$ cat src/rtl/elastic_pipeline_pkg.sv
// Shared parameters and helpers for the elastic pipeline.
// ELASTIC_PIPELINE_SKID_EN widens occupancy to cover the extra input skid entry.
package elastic_pipeline_pkg;

    localparam int unsigned STAGES_MIN = 1;
    localparam int unsigned STAGES_MAX = 64;

    // Occupancy counter width: enough to count every beat the block can hold.
    function automatic int unsigned occ_width(input int unsigned stages);
`ifdef ELASTIC_PIPELINE_SKID_EN
        return $clog2(stages + 2);
`else
        return $clog2(stages + 1);
`endif
    endfunction

endpackage

$ cat src/rtl/elastic_pipeline_skid_buffer.sv
// Input skid buffer: pass-through when empty, one holding register when the
// consumer stalls, so s_ready comes straight from a flop.
module skid_buffer #(
    parameter int unsigned DATA_WIDTH = 32
) (
    input  logic                  clk_in,
    input  logic                  rst_n_in,
    input  logic                  flush_in,
    input  logic [DATA_WIDTH-1:0] s_data,
    input  logic                  s_valid,
    output logic                  s_ready,
    output logic [DATA_WIDTH-1:0] m_data,
    output logic                  m_valid,
    input  logic                  m_ready
);

    logic                  full_q;
    logic [DATA_WIDTH-1:0] hold_q;

    assign s_ready = ~full_q;
    assign m_valid = full_q | s_valid;
    assign m_data  = full_q ? hold_q : s_data;

    // Capture a beat only when it was offered and the consumer refused it.
    always_ff @(posedge clk_in) begin
        if (!rst_n_in || flush_in) begin
            full_q <= 1'b0;
        end else if (full_q) begin
            if (m_ready) begin
                full_q <= 1'b0;
            end
        end else if (s_valid && !m_ready) begin
            full_q <= 1'b1;
        end
    end

    always_ff @(posedge clk_in) begin
        if (!full_q && s_valid && !m_ready) begin
            hold_q <= s_data;
        end
    end

endmodule

$ cat src/rtl/elastic_pipeline.sv
// Bubble-collapsing valid/ready register pipeline with flush and occupancy.
// Define ELASTIC_PIPELINE_SKID_EN to register s_ready behind an input skid buffer.
module elastic_pipeline
    import elastic_pipeline_pkg::*;
#(
    parameter int unsigned STAGES     = 4,
    parameter int unsigned DATA_WIDTH = 32
) (
    input  logic                         clk_in,
    input  logic                         rst_n_in,
    input  logic [DATA_WIDTH-1:0]        s_data,
    input  logic                         s_valid,
    output logic                         s_ready,
    output logic [DATA_WIDTH-1:0]        m_data,
    output logic                         m_valid,
    input  logic                         m_ready,
    input  logic                         flush_in,
    output logic [occ_width(STAGES)-1:0] occupancy
);

    localparam int unsigned OCC_W = occ_width(STAGES);

    if (STAGES < STAGES_MIN || STAGES > STAGES_MAX) begin : g_bad_stages
        $error("elastic_pipeline: STAGES=%0d outside %0d..%0d", STAGES, STAGES_MIN, STAGES_MAX);
    end

    logic                  run;
    logic                  in_valid;
    logic [DATA_WIDTH-1:0] in_data;
    logic [STAGES-1:0]     valid_q;
    logic [DATA_WIDTH-1:0] data_q [STAGES];
    logic [STAGES-1:0]     rdy_c;
    logic                  all_full;
    logic                  up;
    logic                  down;
    logic [OCC_W-1:0]      occ_q;

    assign run = rst_n_in & ~flush_in;

`ifdef ELASTIC_PIPELINE_SKID_EN
    logic skid_s_ready;

    skid_buffer #(
        .DATA_WIDTH(DATA_WIDTH)
    ) u_skid (
        .clk_in  (clk_in),
        .rst_n_in(rst_n_in),
        .flush_in(flush_in),
        .s_data  (s_data),
        .s_valid (s_valid & run),
        .s_ready (skid_s_ready),
        .m_data  (in_data),
        .m_valid (in_valid),
        .m_ready (rdy_c[0])
    );

    assign s_ready = skid_s_ready & run;
`else
    assign s_ready  = rdy_c[0] & run;
    assign in_valid = s_valid & s_ready;
    assign in_data  = s_data;
`endif

    // Stage i may load when any stage at or beyond it is empty, or the sink takes.
    always_comb begin
        all_full = 1'b1;
        rdy_c    = '0;
        for (int i = int'(STAGES) - 1; i >= 0; i--) begin
            all_full = all_full & valid_q[i];
            rdy_c[i] = m_ready | ~all_full;
        end
    end

    always_ff @(posedge clk_in) begin
        if (!run) begin
            valid_q <= '0;
        end else begin
            if (rdy_c[0]) begin
                valid_q[0] <= in_valid;
            end
            for (int i = 1; i < int'(STAGES); i++) begin
                if (rdy_c[i]) begin
                    valid_q[i] <= valid_q[i-1];
                end
            end
        end
    end

    // Payload registers carry no reset; their valid bits qualify them.
    always_ff @(posedge clk_in) begin
        if (rdy_c[0]) begin
            data_q[0] <= in_data;
        end
        for (int i = 1; i < int'(STAGES); i++) begin
            if (rdy_c[i]) begin
                data_q[i] <= data_q[i-1];
            end
        end
    end

    assign m_valid = valid_q[STAGES-1];
    assign m_data  = data_q[STAGES-1];

    assign up   = s_valid & s_ready;
    assign down = m_valid & m_ready;

    // Beats held = accepted minus delivered; flush and reset empty everything.
    always_ff @(posedge clk_in) begin
        if (!run) begin
            occ_q <= '0;
        end else begin
            occ_q <= occ_q + OCC_W'(up) - OCC_W'(down);
        end
    end

    assign occupancy = occ_q;

endmodule

$ cat config.mk
export PLATFORM = sky130hd
export DESIGN_NAME = elastic_pipeline
export DESIGN_NICKNAME = d
export VERILOG_FILES = /design/src/rtl/elastic_pipeline_pkg.sv /design/src/rtl/elastic_pipeline_skid_buffer.sv /design/src/rtl/elastic_pipeline.sv
export SDC_FILE = /design/constraint.sdc
export NUM_CORES = 1
export LEC_CHECK = 0
export CAP_MARGIN = 20
export CORE_AREA = 2 2 87 89
export CTS_BUF_LIST = sky130_fd_sc_hd__clkbuf_4
export CTS_CLUSTER_SIZE = 28
export DETAILED_ROUTE_END_ITERATION = 6
export DIE_AREA = 0 0 89 91
export DONT_BUFFER_PORTS = 1
export PLACE_DENSITY = 0.74
export REMOVE_ABC_BUFFERS = 1
export SYNTH_ARGS = -nofsm -noshare
export SYNTH_HDL_FRONTEND = slang
export SYNTH_SLANG_ARGS = --single-unit
$ cat constraint.sdc
create_clock -name clk_in -period 3.4 [get_ports clk_in]
set_input_delay 0.34 -clock clk_in [delete_from_list [all_inputs] [get_ports clk_in]]
set_output_delay 0.34 -clock clk_in [all_outputs]
set_load 0.02 [all_outputs]
==> results of run 1 <==
-- worst paths after layout --
kind / cells past startpoint / to / start
max: 10 / occupancy[2]$_SDFF_PP0_ / valid_q[3]$_SDFFE_PP0P_
min: 2 / occupancy[0]$_SDFF_PP0_ / flush_in
max reg2reg: 10 / occupancy[2]$_SDFF_PP0_ / valid_q[3]$_SDFFE_PP0P_
min reg2reg: 0 / data_q[1][23]$_DFFE_PP_ / data_q[0][23]$_DFFE_PP_
-- stage by stage --
step	setup slack, ns	power [mW]	cells	utilization [%]	hold slack, ns
2_1_floorplan	1.04	1.98	162	-	0.400
3_3_place_gp	1.32	1.99	264	60.7	0.402
3_5_place_dp	1.22	2.00	264	60.7	0.405
4_1_cts	1.20	2.90	329	68.8	0.0203
5_1_grt	1.01	2.98	329	68.8	0.0310
6_report	1.16	2.87	329	68.8	0.0715
-- cell type report --
cell class | instances | area [um2] | share of cell area (%)
Clock buffer | 17 | 128 | 2.60
Inverter | 7 | 26.3 | 0.535
Timing Repair Buffer | 36 | 353 | 7.19
Sequential cell | 135 | 3980 | 81.1
Multi-Input combinational cell | 20 | 178 | 3.62
Tap cell | 99 | 124 | 2.52
Clock inverter | 15 | 118 | 2.40
-- critical path, stage by stage (launching register included) --
cell	delay [ns]
dfxtp_1	0.51
and4b_2	0.33
inv_2	0.06
o21ai_2	0.11
ha_1	0.24
inv_1	0.06
ha_1	0.13
inv_1	0.05
fa_1	0.36
xnor3_1	0.22
nor2_1	0.05
-- state kept, by name, summed over array words and instances (netlist names) --
signal / cells
valid_q: 4
occupancy: 3
data_q: 128
-- layer usage --
metal | wire (um) | share of wire [%] | vias to the layer above | track usage (%)
li1 | - | - | 756 | -
met1 | 1770 | 33 | 788 | 15.4
met2 | 3100 | 58 | 69 | 25.9
met3 | 279 | 5.2 | 17 | 6.27
met4 | 165 | 3.1 | 0 | 8.46
met5 | 0 | 0 | - | 0
-- power by group through the flow --
stage	clock, mW	sequential (mW)	combinational [mW]
after floorplan	0	1.98	0.00604
after global placement	0	1.98	0.00638
after detailed placement	0	1.99	0.00769
after CTS	0.910	1.95	0.0384
after global routing	0.979	1.96	0.0418
final	0.879	1.95	0.0388
-- logic make-up after synthesis --
group,synth area share (%)
xor gates and xnor gates,0.538
AOI/OAI and AO/OA,1.02
adders and majority gates,1.08
DFF,95.1
buffers and inverters,0.627
and+or+nand+nor,1.61
-- cell usage after synthesis --
library cell	number
inv_2	1
xnor3_1	1
a21oi_2	1
and4b_2	1
a41o_1	1
dfxtp_1	7
o21ai_2	1
nand3b_1	1
edfxtp_1	128
or2b_2	1
a21oi_1	3
and2_2	1
and3b_1	1
inv_1	6
nand2_1	1
nor2_1	2
ha_1	2
fa_1	1
and3_1	1
nand2b_1	1
==> metrics, run 1 <==
outcome=finished clean; endpoints failing setup=0; Crit path required time=3.77 ns; post-route cell area=0.00491 mm2; # diodes=0; Clock Skew=0.0151 ns; layout cell share with drive strength beyond 1=between 10% and 20%; Num CTS Buffers=17; Final #Nets=257; Syn. warnings=0; Logic pwr share=1.4%; GRT Total Usage=15.2%; setup bufs post-CTS=0; switching power=0.639 mW; die height=91 um; first-pass GRT wire length=8.54 mm; setup TNS=0 ns; CTS resizes=0; cell count after synthesis=~160; initial antenna violation count=0; Starting Density=58.7%; share of power burned in registers=68.0%; Reg clk slew, reported paths=0.11 ns; largest net degree at the start of global routing=34; Pleak=1.78 nW; io pins=74; die area=0.00810 mm2; fillers=463; WP data arrival=about 2.6 ns; Final Hold Viols=0; Cell Area, Placed=0.00433 mm2; actual slew at the worst max-slew pin=0.715 ns; die width=89 um; VDD IR-drop max=around 0.00032 V; Hold Buf Count CTS=33; DR iter-0 viols=69; Max clock buf depth=2; core area=roughly 0.0071 mm2; PD cells=a little under 600 mW/mm2; Final period util=65.8%; total grt overflow=0; cell area after synthesis=0.00419 mm2; worst-path maximum fanout=5; Setup CP Type=reg2reg; DR WL/cell=16.2 um; Yosys top cell area share=91.8%; detailed-route via count=1630; RSZ-0062 raised after global routing=false; site row count=31; CP Launch Type=flop; R2R Setup Slk=1.16 ns; Synth area leaders=edfxtp_1 (92%), dfxtp_1 (3.3%), ha_1 (0.60%), inv_1 (0.54%), xnor3_1 (0.54%); Synth cell types=20; most common cell after layout, fill and taps aside=edfxtp_1; Yosys top cell by area=edfxtp_1; post-DR vias/cell=just under 5; Clk pwr share=30.7%; routability cong.=0.880; count of pins over their slew limit=0; headroom to the max-slew limit=52.3%; TritonCTS clock tree=done; min-delay worst type=in2reg; Int Pwr=2.23 mW; # H-tree levels=4; post-DP HPWL=3.24 mm; Sw Share=between 20% and 30%; DRC viols=0; Detailed Route WL=roughly 5.3 mm; fin crit period=about 2.2 ns; Area growth syn-to-layout=17.2%; Clk Latency, worst-skew pair=0.49 ns; vias in the first global route=1727; port bufs=0; CTS root buffer=clkbuf_4; Max-cap violations=0; synthesized flop and latch total=between 100 and 150; antenna viol nets, final=0; syn_area_per_cell=25.9 um2; Fmax=approximately 0.45 GHz; CTS sink count=around 140; Setup crit end kind=flop; register area share after synthesis=95.1%; most frequent cells in the layout=edfxtp_1 (128), dlygate4sd3_1 (33), clkbuf_4 (17); 1st-pass router iterations=6
(Power assumes the default switching activity.)
==> run 2: changes to the inputs <==
- ABC_AREA: unset -> 1
- clock period: 3.4 -> 2.35 ns (I/O delays scaled with it)
==> run 2 against run 1 <==
  * Area after synthesis increased by 0.30%
  * Largest power group unchanged
  * Sequential share of layout area decreased by 2.7 points
  * Cell count increased by 5.8%
  * Clock skew about the same
  * Synthesized cell count increased by 8.6%
  * Critical path depth increased by 5
==> metrics, run 2 <==
cell count after synthesis=176; Reg with most FFs=data_q; site row count=31; actual slew at the worst max-slew pin=0.429 ns; TritonCTS clock tree=done; EDFF count, synth=around 130; Setup crit end kind=flop; Sw Share=19.3%; Final Hold Viols=0; Synth area leaders=edfxtp_1 (92%), dfxtp_1 (3.3%), inv_1 (1.3%), nand2_1 (0.89%), ha_1 (0.60%); met2 WL post-DR=3.33 mm; WL met1=approximately 2 mm; fillers=roughly 460; Final #Nets=276; CTS resizes=0; worst-path maximum fanout=3; setup TNS=0 ns; initial antenna violation count=0; Clk pwr share=38.3%; count of pins over their slew limit=0; Yosys top cell area share=between 90% and 100%; Setup CP Type=reg2reg; # H-tree levels=4; DRC viols=0; first-pass GRT wire length=slightly below 9 mm; Syn. warnings=0; Clk Latency, worst-skew pair=0.48 ns; detailed-route via count=about 1700; Starting Density=roughly three fifths; outcome=finished clean; total grt overflow=0; Int Pwr=3.76 mW; CP Launch Type=flop; syn_area_per_cell=23.9 um2; min-delay worst type=in2reg; Crit path required time=2.74 ns; Hold Buf Count CTS=35; endpoints failing setup=0; Reg-to-Reg Start=valid_q[2]$_SDFFE_PP0P_; Logic pwr share=1.3%; die height=91 um; layout cell share with drive strength beyond 1=16.5%; VDD IR-drop max=0.000519 V; PD cells=919 mW/mm2; hold_ws=0.0807 ns; antenna viol nets, final=0; routed wl met3=214 um; Num CTS Buffers=17; R2R Setup Slk=0.31 ns; io pins=74; worst setup margin=0.310 ns; share of power burned in registers=60.5%; die area=0.00810 mm2; Final period util=86.8%; most frequent cells in the layout=edfxtp_1 (128), dlygate4sd3_1 (35), clkbuf_4 (18); 1st-pass router iterations=4; fin crit period=2.04 ns; CTS root buffer=clkbuf_4; Max clock buf depth=2; most numerous cell in the Yosys netlist=edfxtp_1; commonest cells in the netlist=edfxtp_1 (128), inv_1 (15), nand2_1 (10); switching power=0.900 mW; RR Endpoint=occupancy[2]$_SDFF_PP0_; Pwr Total=4.66 mW; post-DP HPWL=3.26 mm; top_reg_cell synth=edfxtp_1; vias in the first global route=1744; most common cell after layout, fill and taps aside=edfxtp_1; Hold Path Cell Cnt=4; Pleak=1.88 nW; largest net degree at the start of global routing=35; headroom to the max-slew limit=71.4%; CTS sink count=about 140; synthesized flop and latch total=135; Area growth syn-to-layout=20.9%; depth of the most critical reg-to-reg path=15; Detailed Route WL=5.76 mm; post-synthesis async set-or-reset flop share=0%; RSZ-0062 raised after global routing=false; setup bufs post-CTS=0; die width=89 um; Hold EP=valid_q[3]$_SDFFE_PP0P_; WP data arrival=2.43 ns; # diodes=0; core area=0.00714 mm2; cell area after synthesis=0.00420 mm2; post-DR vias/cell=4.85; hold_sp=m_ready; register area share after synthesis=94.8%; DR iter-0 viols=67; Fmax=between 0.4 and 0.5 GHz; routability cong.=0.833; Max-cap violations=0; Clock Skew=0.0148 ns; Yosys top cell by area=edfxtp_1; GRT Total Usage=15.9%; Reg clk slew, reported paths=0.12 ns; flip-flop count of the largest register after layout=128; port bufs=0; Max Used Layer=met4; pre-CTS WS=roughly 0.3 ns; DR WL/cell=between 15 and 20 um; Synth cell types=12
[run 2: final cells by class]
| cell class | instances | area, um2 | share of cell area (%) |
|---|---|---|---|
| Timing Repair Buffer | 41 | 395 | 7.79 |
| Clock inverter | 14 | 221 | 4.36 |
| Clock buffer | 18 | 135 | 2.66 |
| Tap cell | 99 | 124 | 2.44 |
| Multi-Input combinational cell | 26 | 160 | 3.16 |
| Sequential cell | 135 | 3980 | 78.5 |
| Inverter | 15 | 56.3 | 1.11 |
[run 2: worst max path at each step]
stage               cells past startpoint  slack [ns]                       to                     from
floorplan                              15       -0.04  occupancy[2]$_SDFF_PP0_  valid_q[3]$_SDFFE_PP0P_
global placement                       15        0.50  occupancy[2]$_SDFF_PP0_  valid_q[2]$_SDFFE_PP0P_
detailed placement                     15        0.30  occupancy[2]$_SDFF_PP0_  valid_q[2]$_SDFFE_PP0P_
CTS                                    15        0.30  occupancy[2]$_SDFF_PP0_  valid_q[2]$_SDFFE_PP0P_
global route                           15        0.19  occupancy[2]$_SDFF_PP0_  valid_q[3]$_SDFFE_PP0P_
finish                                 15        0.31  occupancy[2]$_SDFF_PP0_  valid_q[2]$_SDFFE_PP0P_
[run 2: metal layers]
| metal | global-route usage, % | vias up |
|---|---|---|
| li1 | - | 787 |
| met1 | 16.5 | 817 |
| met2 | 27.3 | 66 |
| met3 | 5.73 | 17 |
| met4 | 8.96 | 0 |
| met5 | 0 | - |
[run 2: power groups by stage]
stage / Combinational [mW] / Sequential, mW / Clock [mW]
2_1_floorplan: 0.00865 / 2.86 / 0
3_3_place_gp: 0.00946 / 2.87 / 0
3_5_place_dp: 0.0113 / 2.88 / 0
4_1_cts: 0.0585 / 2.82 / 1.83
5_1_grt: 0.0634 / 2.83 / 1.92
6_report: 0.0587 / 2.82 / 1.79
[run 2: worst max-delay path, cell delays in order, from the launching register on]
cell     delay [ns]
dfxtp_1        0.36
nand2_1        0.06
inv_1          0.11
nand3_4        0.08
nand3_1        0.07
ha_1           0.23
inv_1          0.07
ha_1           0.13
inv_1          0.05
fa_1           0.39
inv_1          0.07
nand2_1        0.05
nand2_1        0.10
nand2_1        0.05
nand2_1        0.07
nor2_1         0.04
[run 2: cells by family (layout without fill, tap and decap cells)]
kind of cell	Yosys count	count (layout)	synth area share [%]
flip-flops	135	135	94.8
AND/OR/NAND/NOR	20	20	2.38
buffers and inverters	15	88	1.34
adder cells (fa/ha/maj)	3	3	1.07
AO/OA/AOI/OAI	3	3	0.357
[run 2: stage by stage]
step | instances | utilization, % | cell area, um2
floorplan | 176 | - | 4200
global placement | 281 | 61.2 | 4370
detailed placement | 281 | 61.2 | 4370
CTS | 348 | 71.1 | 5080
global route | 348 | 71.1 | 5080
finish | 348 | 71.1 | 5080
==> run 3: changes to the inputs <==
- GPL_TIMING_DRIVEN: unset -> 0
- REMOVE_ABC_BUFFERS: 1 -> unset
==> run 3 against run 2 <==
  * Cell area up 1.4%
  * Clock power down 7%
  * Non-clock buffer count up 2
  * Cell count up 1.1%
  * Core utilization up 0.98 points
  * Die area unchanged
  * Critical path type unchanged
==> metrics, run 3 (synthesized netlist as in run 2, its figures left out) <==
Reg with most FFs=data_q; fin crit period=2.15 ns; hold_ws=0.0786 ns; die width=89 um; post-DR vias/cell=between 4 and 5; most common cell after layout, fill and taps aside=edfxtp_1; Clock Skew=0.0137 ns; Critical Path Sink=occupancy[2]$_SDFF_PP0_; PD cells=884 mW/mm2; CP Launch Type=flop; Synth Net Count=216; die area=0.00810 mm2; fin cells=between 300 and 400; Pleak=1.90 nW; fillers=457; Max clock buf depth=2; Reg-to-Reg Start=valid_q[3]$_SDFFE_PP0P_; RR Endpoint=occupancy[2]$_SDFF_PP0_; count of pins over their slew limit=0; TritonCTS clock tree=done; routability cong.=0.785; vias in the first global route=1849; Final period util=between 90% and 100%; layout cell share with drive strength beyond 1=17.1%; Final Hold Viols=0; Clk Latency, worst-skew pair=roughly 0.50 ns; antenna viol nets, final=0; outcome=finished clean; largest net degree at the start of global routing=19; Setup CP Type=reg2reg; initial antenna violation count=1; headroom to the max-slew limit=roughly 40%; core area=0.00714 mm2; DR iter-0 viols=69; CTS root buffer=clkbuf_4; DRC viols=0; detailed-route via count=1722; endpoints failing setup=0; pre-CTS WS=-0.346 ns; Reg clk slew, reported paths=~0.12 ns; flip-flop count of the largest register after layout=128; actual slew at the worst max-slew pin=0.880 ns; Detailed Route WL=5.95 mm; DR WL/cell=16.9 um; post-DP HPWL=~3.4 mm; crit path from=valid_q[3]$_SDFFE_PP0P_; Final #Nets=roughly 280; 1st-pass router iterations=4; # H-tree levels=4; R2R Setup Slk=slightly below 0.2 ns; total grt overflow=0; VDD IR-drop max=about 0.0005 V; Fmax=around 0.46 GHz; site row count=31; worst setup margin=0.199 ns; Area growth syn-to-layout=22.5%; die height=91 um; Pwr Total=4.55 mW; Starting Density=about three fifths; Num CTS Buffers=17; WP data arrival=2.55 ns; most frequent cells in the layout=edfxtp_1 (128), dlygate4sd3_1 (37), clkbuf_4 (17); worst-path maximum fanout=3; min-delay worst type=in2reg; Max-cap violations=0; depth of the most critical reg-to-reg path=15; first-pass GRT wire length=9.12 mm; io pins=74; port bufs=0; CTS sink count=135; GRT Total Usage=~17%; Placed Cells=278; Crit path required time=2.75 ns; Setup crit end kind=flop
==> run 3: cell types whose count changed in the layout (fill, tap and decap cells not counted), moves of 2 or more <==
cell,change
buf_16,+3
buf_4,-3
dlygate4sd3_1,+2
inv_6,+2
==> run 3: final cells by class <==
type	count	area (um2)	area share [%]
clock buffer	17	128	2.48
multi-input combinational	27	173	3.36
clock inverter	15	200	3.89
sequential	135	3990	77.5
tap	99	124	2.41
inverter	15	56.3	1.09
antenna	1	2.50	0.0486
timing repair buffer	43	475	9.24
==> run 3: per-stage QoR <==
step	util (%)	setup TNS, ns	area (um2)
after floorplan	-	0	4200
after global placement	60.6	-0.154	4330
after detailed placement	61.8	-0.420	4410
after CTS	71.8	0	5120
after global routing	72.1	-0.0152	5150
final	72.1	0	5150
==> run 3: worst max-delay path: stages (launching register included) <==
cell     delay, ns
dfxtp_4       0.41
inv_1         0.08
nor2_4        0.15
nand3_4       0.08
nand3_1       0.09
ha_1          0.24
inv_1         0.06
ha_1          0.13
inv_1         0.04
fa_1          0.38
inv_1         0.07
nand2_1       0.07
nand2_2       0.09
nand2_1       0.05
nand2_1       0.06
nor2_1        0.04
==> run 3: layer usage <==
layer | share of wire (%) | track usage, % | up-vias | routed length, um
li1 | - | - | 801 | -
met1 | 36 | 17.6 | 832 | 2150
met2 | 55 | 26.9 | 70 | 3300
met3 | 5.5 | 7.27 | 19 | 329
met4 | 2.9 | 9.70 | 0 | 173
met5 | 0 | 0 | - | 0
==> run 3: report_power, final <==
group	internal [mW]	switching, mW	leakage, nW
Clock	0.852	0.818	0.167
Sequential	2.74	0.0753	1.41
Combinational	0.0439	0.0181	0.323
==> run 3: worst min path at each step <==
stage / start / end / slack, ns / cells past startpoint
after floorplan: s_data[0] / data_q[0][0]$_DFFE_PP_ / 0.33 / 0
after global placement: s_data[22] / data_q[0][22]$_DFFE_PP_ / 0.33 / 0
after detailed placement: s_data[17] / data_q[0][17]$_DFFE_PP_ / 0.33 / 0
after CTS: rst_n_in / occupancy[1]$_SDFF_PP0_ / 0.03 / 4
after global routing: rst_n_in / occupancy[1]$_SDFF_PP0_ / 0.07 / 4
final: rst_n_in / occupancy[1]$_SDFF_PP0_ / 0.08 / 4
==> run 3: timing repair <==
action	4_1_cts	5_1_grt
setup endpoints to repair	2	1
buffers inserted	1	2
resized for setup	0	2
hold buffers	37	0
pin swaps	1	1
endpoints found under the hold margin	39	0
gates cloned	1	0
